## config.mk

```make
export PLATFORM = sky130hd
export DESIGN_NAME = mult_seq
export DESIGN_NICKNAME = d
export VERILOG_FILES = /design/src/rtl/mult_seq.sv
export SDC_FILE = /design/constraint.sdc
export NUM_CORES = 1
export LEC_CHECK = 0
export ABC_AREA = 0
export CORE_MARGIN = 10
export CORE_UTILIZATION = 50
export CTS_CLUSTER_SIZE = 14
export DETAILED_ROUTE_END_ITERATION = 10
export PLACE_DENSITY_LB_ADDON = 0.15
export SETUP_SLACK_MARGIN = 0.5
export SLEW_MARGIN = 40
export SYNTH_ARGS = -nofsm -noshare
export SYNTH_HDL_FRONTEND = slang
export SYNTH_SLANG_ARGS = --single-unit
```

## constraint.sdc

```tcl
create_clock -name clk -period 2.8 [get_ports clk]
set_clock_uncertainty 0.2 [all_clocks]
set_input_delay 0.56 -clock clk [delete_from_list [all_inputs] [get_ports clk]]
set_output_delay 0.56 -clock clk [all_outputs]
set_load 0.01 [all_outputs]
```

## src/rtl/mult_seq.sv

```systemverilog
// Sequential radix-2 shift-add multiplier: one multiplier bit per RUN cycle,
// early exit once the remaining multiplier bits are all zero.
module mult_seq #(
  parameter int WIDTH = 64
) (
  input  logic             clk,
  input  logic             reset_n,
  input  logic             start,
  input  logic             flush,
  input  logic [WIDTH-1:0] a,
  input  logic [WIDTH-1:0] b,
  output logic             busy,
  output logic             stall,
  output logic             done,
  output logic [WIDTH-1:0] result
);

  localparam int CW = $clog2(WIDTH) + 1;

  typedef enum logic [1:0] {IDLE, RUN, DONE} state_t;

  state_t           state_q, state_d;
  logic [WIDTH-1:0] acc_q, acc_d;
  logic [WIDTH-1:0] mcand_q, mcand_d;
  logic [WIDTH-1:0] mplier_q, mplier_d;
  logic [CW-1:0]    count_q, count_d;
  logic [WIDTH-1:0] result_q, result_d;
  logic             done_q, done_d;

  logic [WIDTH-1:0] acc_step;
  logic [WIDTH-1:0] mplier_shift;

  function automatic logic [WIDTH-1:0] shift_add(input logic [WIDTH-1:0] acc,
                                                 input logic [WIDTH-1:0] mcand,
                                                 input logic             bit0);
    return bit0 ? (acc + mcand) : acc;
  endfunction

  assign acc_step     = shift_add(acc_q, mcand_q, mplier_q[0]);
  assign mplier_shift = mplier_q >> 1;

  always_comb begin
    state_d  = state_q;
    acc_d    = acc_q;
    mcand_d  = mcand_q;
    mplier_d = mplier_q;
    count_d  = count_q;
    result_d = result_q;
    done_d   = 1'b0;
    case (state_q)
      IDLE: begin
        // flush alongside start wins: no operand load at all
        if (start && !flush) begin
          acc_d    = '0;
          mcand_d  = a;
          mplier_d = b;
          count_d  = '0;
          if (b == '0) begin
            state_d  = DONE;
            done_d   = 1'b1;
            result_d = '0;
          end else begin
            state_d = RUN;
          end
        end
      end
      RUN: begin
        if (flush) begin
          state_d = IDLE;
        end else begin
          acc_d    = acc_step;
          mcand_d  = mcand_q << 1;
          mplier_d = mplier_shift;
          count_d  = count_q + CW'(1);
          if (mplier_shift == '0 || count_q == CW'(WIDTH - 1)) begin
            state_d  = DONE;
            done_d   = 1'b1;
            result_d = acc_step;
          end
        end
      end
      DONE:    state_d = IDLE;
      default: state_d = IDLE;
    endcase
  end

  always_ff @(posedge clk or negedge reset_n) begin
    if (!reset_n) begin
      state_q  <= IDLE;
      acc_q    <= '0;
      mcand_q  <= '0;
      mplier_q <= '0;
      count_q  <= '0;
      result_q <= '0;
      done_q   <= 1'b0;
    end else begin
      state_q  <= state_d;
      acc_q    <= acc_d;
      mcand_q  <= mcand_d;
      mplier_q <= mplier_d;
      count_q  <= count_d;
      result_q <= result_d;
      done_q   <= done_d;
    end
  end

  // stall is gated by reset_n so a start held during reset cannot leak out
  assign stall  = reset_n & (((state_q == IDLE) & start & ~flush) | (state_q == RUN));
  assign busy   = (state_q != IDLE);
  assign done   = done_q;
  assign result = result_q;

endmodule
```

# [Word-level counts from Yosys, hierarchy flattened]
# Index checks and enable logic that the tools add are counted.
[word_totals] register_bits=266 inputBits=132 output_inout_bits=67 wordCells=60
[op_classes] n_addsub=2 n_eq_ne=7 n_mux=28 n_bitwise=5 reduce_logical=11
[ops] cell="2-to-1 mux 64 bit" n=11
[ops] cell="case mux 64 bit (2 select lines)" n=4
[ops] cell="logical NOT 64 bit" n=2
[ops] cell="adder 64 bit" n=1
[ops] cell="2-to-1 mux 7 bit" n=2
[ops] cell="case mux 7 bit (2 select lines)" n=1
[ops] cell="2-to-1 mux 2 bit" n=4
[ops] cell="!= test 2 bit, second input constant" n=4
[ops] cell="adder 7 x 1 -> 7 bit, second input constant" n=1
[ops] cell="== test 7 x 6 -> 1 bit, second input constant" n=1
[ops] cell="AND reduction 5 bit" n=1
[ops] cell="2-to-1 mux 1 bit" n=4
[ops] cell="case mux 2 bit (2 select lines)" n=1
[ops] cell="nonzero test 2 bit" n=2
[ops] cell="AND 1 bit" n=3
[ops] cell="!= test 3 bit, second input constant" n=1
[ops] cell="AND reduction 3 bit" n=1
[ops] cell="== test 2 x 1 -> 1 bit, second input constant" n=1
[ops] cell="logical NOT 2 bit" n=1
[ops] cell="case mux 1 bit (2 select lines)" n=1
[ops] cell="AND reduction 2 bit" n=1
[ops] cell="logical AND 1 bit" n=1
[ops] cell="logical NOT 1 bit" n=1
[ops] cell="logical OR 1 bit" n=1
[ops] cell="other kinds (2)" n=2

# [Longest topological paths before layout]
# Gate-level depths: netlist of run 1.
[logic_depth] depth_word=5 mapped_depth=11 ltp_nobuf=11

# [Least setup slack after synthesis of run 1]
# No wires, ideal clock.
[synth_path] path_type="register to register" from="reg acc_q[0]" to="reg acc_q[34]" setup_time_ns=0.122 arrival_ns=2.610 t_required_ns=2.478 path_slack_ns=-0.131 path_stages_with_launch=12 n_path_buf=0 synth_period_minus_slack_ns=2.931 cell_sequence="dfrtp_1 ha_1 fa_1 a21o_1 nand4_1 a211oi_2 o31ai_2 a21oi_1 nor2_1 o21ai_0 xnor2_1 a32o_1"
[synth_via] elab_chain_len=4
[synth_lines] item="from (decl)" line="23" text="logic [WIDTH-1:0] acc_q, acc_d;"
[synth_lines] item="from (signal assigned)" line="90" text="acc_q <= '0;"
[synth_lines] item="from (signal assigned)" line="98" text="acc_q <= acc_d;"
[synth_lines] item="adder 64 bit" line="36" text="return bit0 ? (acc + mcand) : acc;"
[synth_lines] item="2-to-1 mux 64 bit" line="36"
[synth_lines] item="2-to-1 mux 64 bit" line="68" text="if (flush) begin"
[synth_lines] item="case mux 64 bit (2 select lines)" line="50" text="case (state_q)"
# Every way passes these cells. The select of a mux whose other input is x is not followed.
# A chain may end at the register's enable or synchronous reset.

# [Worst setup path after layout of run 1]
[layout_path] from="reg acc_q[0]" to="reg acc_q[16]"
# Same word-level chain as after synthesis.

==> results.toml, run 1 <==
[status]
outcome = "finished with violations"
violations = "setup timing"

[route]
dr.pass1.iters = 7
totalWireLength_um = 66700
num_vias = 17963
ant_nets = 0
vias_per_cell = 6.13
wl_per_cell_um = 22.8
drc = 0
detail_route.iter0.violations = 1785

[yosys]
synth_area_um2 = 15700
yosys_warnings = 0
yosys.area.top_type_share = 0.424
ys_types = 82
synth_seq_area_share = 0.424
synthesis.nets = 2106
async_reset_ff_frac = 1.00
synth_ff_type = "dfrtp_1"
synth_seq_cells = 266
synthCells = 1909
synth.largest_area_cell = "dfrtp_1"
synth_enable_flop_cells = 0
avgSynthCellArea_um2 = 8.23
ys_top_cells_by_area = "dfrtp_1 (42%), nand2_1 (11%), a31oi_1 (5.3%)"

[power]
peakVddDrop_uv = 654
cellLeakagePower_nw = 11.6
powerDensity_nw_per_um2 = 992

[floorplanning]
die_w_um = 197
num_rows = 64
die_area_um2 = 38900
start_util = 0.509
die_y_um = 197
core_area_um2 = 30800
design.portCount = 199

[worst_setup_path]
rr_worst_depth = 14
crit_path_end_kind = "flop"
r2r_end = "acc_q[16]"
path_class = "flop to flop"
cp_slowest_cell = "dfrtp_1"
critPathLaunchType = "flop"
path_cells = "ha_2, fa_2, a21o_1, nand4_1, buf_4, a21boi_2, buf_6, o21ai_4, o22ai_2, a21boi_2, buf_4, xnor2_2, mux2i_1, o31ai_1"
critPathCapture = "acc_q[16]"
slowest_delay_ns = 0.39
cp.arrival_ns = 3.48
rrSetupSlack_ns = -0.42
r2r-start = "acc_q[0]"
critPathMaxFanout = 3
crit_start = "acc_q[0]"
required_ns = 3.06

[finish]
fin_area_um2 = 25200
diodes = 0
nNetsFinal = 2708
area_delta_synth_final_pct = 60.7
drive_gt1_frac = 0.335
fin_util = 0.819

[grt]
grt_antenna_before_repair = 1
grt_max_degree = 119
track_usage = 0.306
grt_pass1_wl_um = 95500
grt_pass1_vias = 17761
overflow = 0

[cts]
max-clock-path-buffers = 3
numCtsBuffers = 30
cts_max_level = 1
cts_tree = "done"
clock-sinks = 266
clk_pin_slew_ns = 0.06
clockRootBuffer = "clkbuf_16"
worst_skew_pair.late_latency_ns = 0.60

[place]
place.gp.congestion = 0.943
dpl_worst_slack_ns = -0.440
place_area_um2 = 21100
dp_hpwl_um = 42000
io_buffers = 198

[sta]
grt_setup_unrepaired = "true"
fin_crit_ns = 3.22
setup_violations = 105
finalWorstSetupSlack_ns = -0.422
fin_crit_sh = 1.15
slew_violations = 0
tightest_slew_ns = 0.727
fmax_mhz = 310
slew_headroom = 0.501
tns_ns = -27.85
hold_viol_final = 0

[flow_run]
maxCapViolCount = 0

[hold_path]
holdCritPathClass = "flop to flop"
## flip-flops by register name, summed over array words and instances (netlist names)
register	count
acc_q	64
done	1
state_q	2
mplier_q	64
result	64
count_q	7
mcand_q	64
## metal layers
| metal | GRT usage | part of all wire | vias up |
|---|---|---|---|
| li1 | - | - | 8015 |
| met1 | 0.384 | 0.39 | 8718 |
| met2 | 0.510 | 0.48 | 995 |
| met3 | 0.0608 | 0.086 | 233 |
| met4 | 0.119 | 0.046 | 2 |
| met5 | 0 | 0.00019 | - |
## report_power, final
part / switching [mW] / total (mW) / internal [mW]
clock: 1.69 / 4.21 / 2.53
sequential: 0.770 / 5.35 / 4.58
combinational: 7.89 / 15.5 / 7.60
total: 10.3 / 25.0 / 14.7
## metrics by stage
step	hold WS (ns)	cells	power, mW
2_1_floorplan	0.0644	1909	11.3
6_report	0.282	2928	25.0
4_1_cts	0.288	2894	23.1
3_3_place_gp	0.252	2770	16.4
3_5_place_dp	0.261	2770	16.6
5_1_grt	0.320	2928	26.2
## cells in the final DEF (no fill, tap or decap), types with 15 or more instances in the layout
master,count
buf_12,17
o21ai_2,22
dlymetal6s2s_1,20
nand2_4,17
o21ai_1,62
clkbuf_16,33
nand2_2,21
a21o_1,26
nand3_1,21
o31ai_4,15
buf_4,404
o21ai_0,25
nand4_1,30
a21oi_1,66
nor4_1,29
a21oi_2,32
mux2i_1,15
dfrtp_1,261
nor2_1,190
nand2_1,420
a31oi_1,133
clkdlybuf4s50_1,161
ha_1,33
buf_6,57
ha_4,28
## Yosys cell counts (25+ instances only)
master	instances
xnor2_1	30
nor4_1	36
clkbuf_1	100
nor2_1	208
dfrtp_1	266
a31oi_1	133
o21ai_0	77
a21oi_1	107
o21ai_1	38
nand2_1	456
a21o_1	26
o31ai_1	25
nand4_1	30
ha_1	64
## timing repair
| item | 4_1_cts | 5_1_grt |
|---|---|---|
| hold endpoints to repair | 87 | 0 |
| gates resized for setup | 333 | 147 |
| cloned | 9 | 3 |
| endpoints found under the setup margin | 142 | 246 |
| pin swaps | 147 | 134 |
| hold buffers | 1 | 0 |
| buffers inserted | 61 | 31 |
## final cells by class
type	instances	area, µm²
clock inverter	7	163
tap	396	495
timing repair buffer	691	6400
clock buffer	46	881
inverter	18	80.1
fill	1843	5590
sequential	266	6660
multi-input combinational	1504	10600
## worst max-delay path, delay by kind of cell, from the launching register on
kind                     cells  cell delay [ns]
AO/OA/AOI/OAI                6             1.09
buffers and inverters        3             0.46
flip-flops                   1             0.39
adder cells (fa/ha/maj)      2             0.57
multiplexers                 1             0.11
XOR/XNOR                     1             0.09
AND/OR/NAND/NOR              1             0.17
## cells by family after synthesis
group	Yosys count	synth area share
and+or+nand+nor	828	0.224
AOI/OAI and AO/OA	533	0.220
DFF	266	0.424
buffers and inverters	139	0.0346
adders and majority gates	65	0.0523
xor gates and xnor gates	54	0.0301
muxes	24	0.0156
## how the worst min path moves through the flow
stage                           from    endpoint  slack, ns  depth (start not counted)
after global placement     result[6]   result[6]       0.25                          2
final                     result[53]  result[53]       0.28                          2
after detailed placement   result[2]   result[2]       0.26                          2
after CTS                 result[22]  result[22]       0.29                          2
after floorplan              reset_n    acc_q[0]       0.06                          0
after global routing      result[16]  result[16]       0.32                          2
No activity file was read; power rests on OpenSTA's default activity.
==> run 2, diff against run 1 <==
MAX_ROUTING_LAYER = met4   (was not set)
SKIP_LAST_GASP = 1   (was not set)
==> results.toml, run 2 (same netlist as run 1, synthesis figures left out) <==
[status]
outcome = "finished with violations"
violations = "setup timing"

[worst_setup_path]
cp.arrival_ns = 3.48
required_ns = 3.07
slowest_delay_ns = 0.43
r2r-start = "acc_q[9]"
rrSetupSlack_ns = -0.40
path_cells = "ha_4, a21oi_1, o21ai_1, a221o_1, o31ai_4, a2111oi_4, buf_4, o31ai_4, buf_6, xor2_1, buf_4, o21ai_1, o211a_1"
critPathLaunchType = "flop"
path_class = "flop to flop"
crit_family = "compound AO/OA/AOI/OAI gates"
cp_slowest_cell = "dfrtp_1"
r2r_end = "result[50]"
crit_buf_inv = 3
crit_path_end_kind = "flop"
critPathMaxFanout = 4
rr_worst_depth = 13

[grt]
overflow = 0
grt_pass1_wl_um = 93900
grt_max_degree = 93
grt_pass1_vias = 17339
grt_antenna_before_repair = 2
track_usage = 0.309

[sta]
tightest_slew_ns = 0.730
setup_violations = 106
grt_setup_unrepaired = "true"
finalWorstSetupSlack_ns = -0.405
slew_violations = 0
hold_ws_ns = 0.270
slew_headroom = 0.512
fin_crit_sh = 1.14
fmax_mhz = 312
tns_ns = -21.93
fin_crit_ns = 3.20
hold_viol_final = 0

[hold_path]
holdCritPathClass = "flop to flop"
min_to = "result[2]"
hp-start = "result[2]"
whs_path_depth = 2

[finish]
multiInputGateArea_um2 = 10200
area_delta_synth_final_pct = 56.1
final_cell_mix = "nand2_1 (439), buf_4 (388), dfrtp_1 (263)"
nFillCells = 1970
fin_area_um2 = 24500
final_common_cell = "nand2_1"
finalNonFillerCells = 2905
fin_util = 0.795
drive_gt1_frac = 0.311
regArea_um2 = 6660
nNetsFinal = 2682

[route]
drc = 0
ant_nets = 0
vias_per_cell = 5.96
detail_route.iter0.violations = 1633
dr.pass1.iters = 5
totalWireLength_um = 63300
wl_per_cell_um = 21.8
num_vias = 17322

[cts]
worst_skew_pair.late_latency_ns = 0.59
clk_pin_slew_ns = 0.06
numCtsBuffers = 29
max-clock-path-buffers = 3
clockRootBuffer = "clkbuf_16"
cts_max_level = 1
cts_tree = "done"
clock-sinks = 266

[power]
finalPower_mw = 23.9
powerDensity_nw_per_um2 = 975
peakVddDrop_uv = 666
cellLeakagePower_nw = 11.1

[floorplanning]
core_area_um2 = 30800
die_w_um = 197
die_area_um2 = 38900
start_util = 0.509
die_y_um = 197
design.portCount = 199
num_rows = 64

[place]
dp_hpwl_um = 42600
place_area_um2 = 21100
io_buffers = 198
numPlacedInstances = 2774
place.gp.congestion = 0.972
dpl_worst_slack_ns = -0.427

[flow_run]
maxCapViolCount = 0
[run 2: changes by cell type in the layout (fill, tap and decap cells not counted), moves of 9 or more]
cell and delta:
nand2_2 -9, buf_4 -16, nand2_4 -10, nand2_1 +19, clkdlybuf4s50_1 +16, dlymetal6s2s_1 -13
[run 2: area by class of cell]
class | count | area share
well taps | 396 | 0.0202
multi-input cells | 1504 | 0.417
clock inverters | 9 | 0.00398
diodes | 1 | 0.000102
clock buffers | 45 | 0.0357
flip-flops and latches | 266 | 0.272
inverters | 18 | 0.00286
repair buffers | 666 | 0.248
[run 2: what timing repair did]
action,CTS,global route
resized for setup,264,127
buffers inserted,41,27
cloned,5,2
hold buffers,1,0
pin swaps,118,68
endpoints found under the setup margin,182,190
hold endpoints to repair,181,0
[run 2: power by group]
group | leakage (nW) | switching, mW | internal (mW)
logic | 7.36 | 7.44 | 7.17
registers | 3.29 | 0.771 | 4.58
clock network | 0.480 | 1.68 | 2.25
[run 2: per-layer routing]
metal | routed length, µm | vias up | GRT usage | part of all wire
met2 | 30300 | 795 | 0.500 | 0.48
met1 | 25900 | 8368 | 0.388 | 0.41
li1 | - | 7960 | - | -
met4 | 2740 | 0 | 0.118 | 0.043
met3 | 4340 | 199 | 0.0421 | 0.069
met5 | 0 | - | - | 0
[run 2: worst max-delay path by stage]
stage                            from          to  slack [ns]  cells past startpoint
after floorplan              acc_q[0]   acc_q[62]        0.05                     11
after global placement    mcand_q[23]   acc_q[48]       -0.40                     13
after detailed placement     acc_q[0]  result[50]       -0.43                     13
after CTS                    acc_q[0]   acc_q[62]       -0.25                     13
after global routing         acc_q[0]  result[50]       -0.51                     14
final                        acc_q[9]  result[50]       -0.40                     13
[run 2: worst min-delay path: cells and delay by family (launching register included)]
kind             cells  cell delay, ns
AND/OR/NAND/NOR      2            0.10
flip-flops           1            0.34
==> run 3, diff against run 2 <==
CAP_MARGIN = 10   (was not set)
clock period = 3.5 ns   (was 2.8 ns; I/O delays follow)
==> results.toml, run 3 (same netlist as run 1, synthesis figures left out) <==
[worst_setup_path]
critPathLaunchType = "flop"
crit_path_end_kind = "flop"
required_ns = 3.75
critPathMaxFanout = 4
cp.arrival_ns = 3.54
path_class = "flop to flop"

[finish]
area_delta_synth_final_pct = 34.4
nFillCells = 2511
final_cell_mix = "nand2_1 (450), dfrtp_1 (263), nor2_1 (199)"
final_common_cell = "nand2_1"
nNetsFinal = 2339
drive_gt1_frac = 0.168
fin_area_um2 = 21100
finalNonFillerCells = 2563

[place]
io_buffers = 198
place_area_um2 = 18500
numPlacedInstances = 2465
place.gp.congestion = 0.978
dp_hpwl_um = 38300

[power]
p_sw_frac = 0.417
powerDensity_nw_per_um2 = 777
cellLeakagePower_nw = 9.06
power.share.clock = 0.218
p_seq_frac = 0.262
peakVddDrop_uv = 458
finalPower_mw = 16.4
pwr-share-comb = 0.520
power.switching_mw = 6.84
p_int_mw = 9.55

[sta]
hold_viol_final = 0
grt_setup_unrepaired = "true"
slew_headroom = 0.409
tns_ns = 0
tightest_slew_ns = 0.877
slew_violations = 0
fin_crit_sh = 0.942
setup_violations = 0
fin_crit_ns = 3.30
fmax_mhz = 303

[grt]
grt_max_degree = 132
overflow = 0
grt_pass1_vias = 15037
track_usage = 0.271
grt_antenna_before_repair = 2
grt_pass1_wl_um = 83300

[floorplanning]
design.portCount = 199
die_y_um = 197
core_area_um2 = 30800
start_util = 0.509
die_area_um2 = 38900
num_rows = 64
die_w_um = 197

[cts]
numCtsBuffers = 29
clockRootBuffer = "clkbuf_16"
clk_pin_slew_ns = 0.07
cts_tree = "done"
cts_max_level = 1
worst_skew_pair.late_latency_ns = 0.58
clock-sinks = 266
max-clock-path-buffers = 3

[route]
drc = 0
ant_nets = 0
num_vias = 15385
totalWireLength_um = 53100
detail_route.iter0.violations = 1302
wl_per_cell_um = 20.7
dr.pass1.iters = 5
vias_per_cell = 6.00

[flow_run]
maxCapViolCount = 0

[status]
outcome = "finished, final reports clean"

[hold_path]
holdCritPathClass = "flop to flop"
## run 3: power groups by stage
stage                     Combinational [mW]  Sequential, mW  Clock [mW]
after CTS                               7.39            4.27        3.62
after floorplan                         4.71            4.07           0
after detailed placement                6.62            4.29           0
after global placement                  6.57            4.27           0
final                                   8.53            4.30        3.57
after global routing                    9.20            4.38        3.72
## run 3: cell type report
cell class                      instances  area [µm²]  area share
Tap cell                              396         495      0.0235
Clock inverter                         16         303      0.0143
Clock buffer                           38         810      0.0383
Sequential cell                       266        6660       0.315
Multi-Input combinational cell       1504        9700       0.459
Antenna cell                            2        5.00    0.000237
Timing Repair Buffer                  323        3070       0.146
Inverter                               18        67.6     0.00320
## run 3: final timing paths
path,slack [ns],cells past startpoint,endpoint,startpoint
max reg2reg,0.20,15,acc_q[62],mcand_q[0]
max in group asynchronous,1.48,4,acc_q[41],reset_n
min reg2reg,0.27,2,result[4],result[4]
min,0.27,2,result[4],result[4]
min in group asynchronous,0.62,3,acc_q[22],reset_n
max,0.20,15,acc_q[62],mcand_q[0]
## run 3: layer usage
metal / global-route usage / share of wire
met3: 0.0375 / 0.062
met4: 0.0766 / 0.026
met1: 0.363 / 0.44
met2: 0.422 / 0.47
met5: - / 0
## run 3: per-stage QoR
| stage | worst slack, ns | util | hold WS [ns] |
|---|---|---|---|
| after floorplan | 0.569 | - | 0.204 |
| after global placement | -0.00156 | 0.598 | 0.255 |
| after detailed placement | -0.120 | 0.599 | 0.260 |
| after CTS | 0.201 | 0.656 | 0.278 |
| after global routing | 0.0755 | 0.685 | 0.299 |
| final | 0.202 | 0.685 | 0.273 |
## run 3: worst max-delay path, stage by stage, from the launching register on
cell and delay, ns:
dfrtp_1 0.35, ha_2 0.19, fa_2 0.21, a21o_1 0.14, nand4_1 0.14, a211oi_2 0.24
buf_4 0.17, o31ai_4 0.07, buf_6 0.13, a2111oi_4 0.36, buf_4 0.21, o31ai_4 0.07
buf_6 0.15, o41ai_4 0.27, xnor2_2 0.17, o21ai_1 0.08
## run 3: repair_timing
item / in CTS / in global routing
setup buffers: 20 / 21
setup endpoints to repair: 90 / 101
endpoints found under the hold margin: 7 / 0
pin swaps: 56 / 83
hold buffers: 1 / 0
resized for setup: 107 / 146
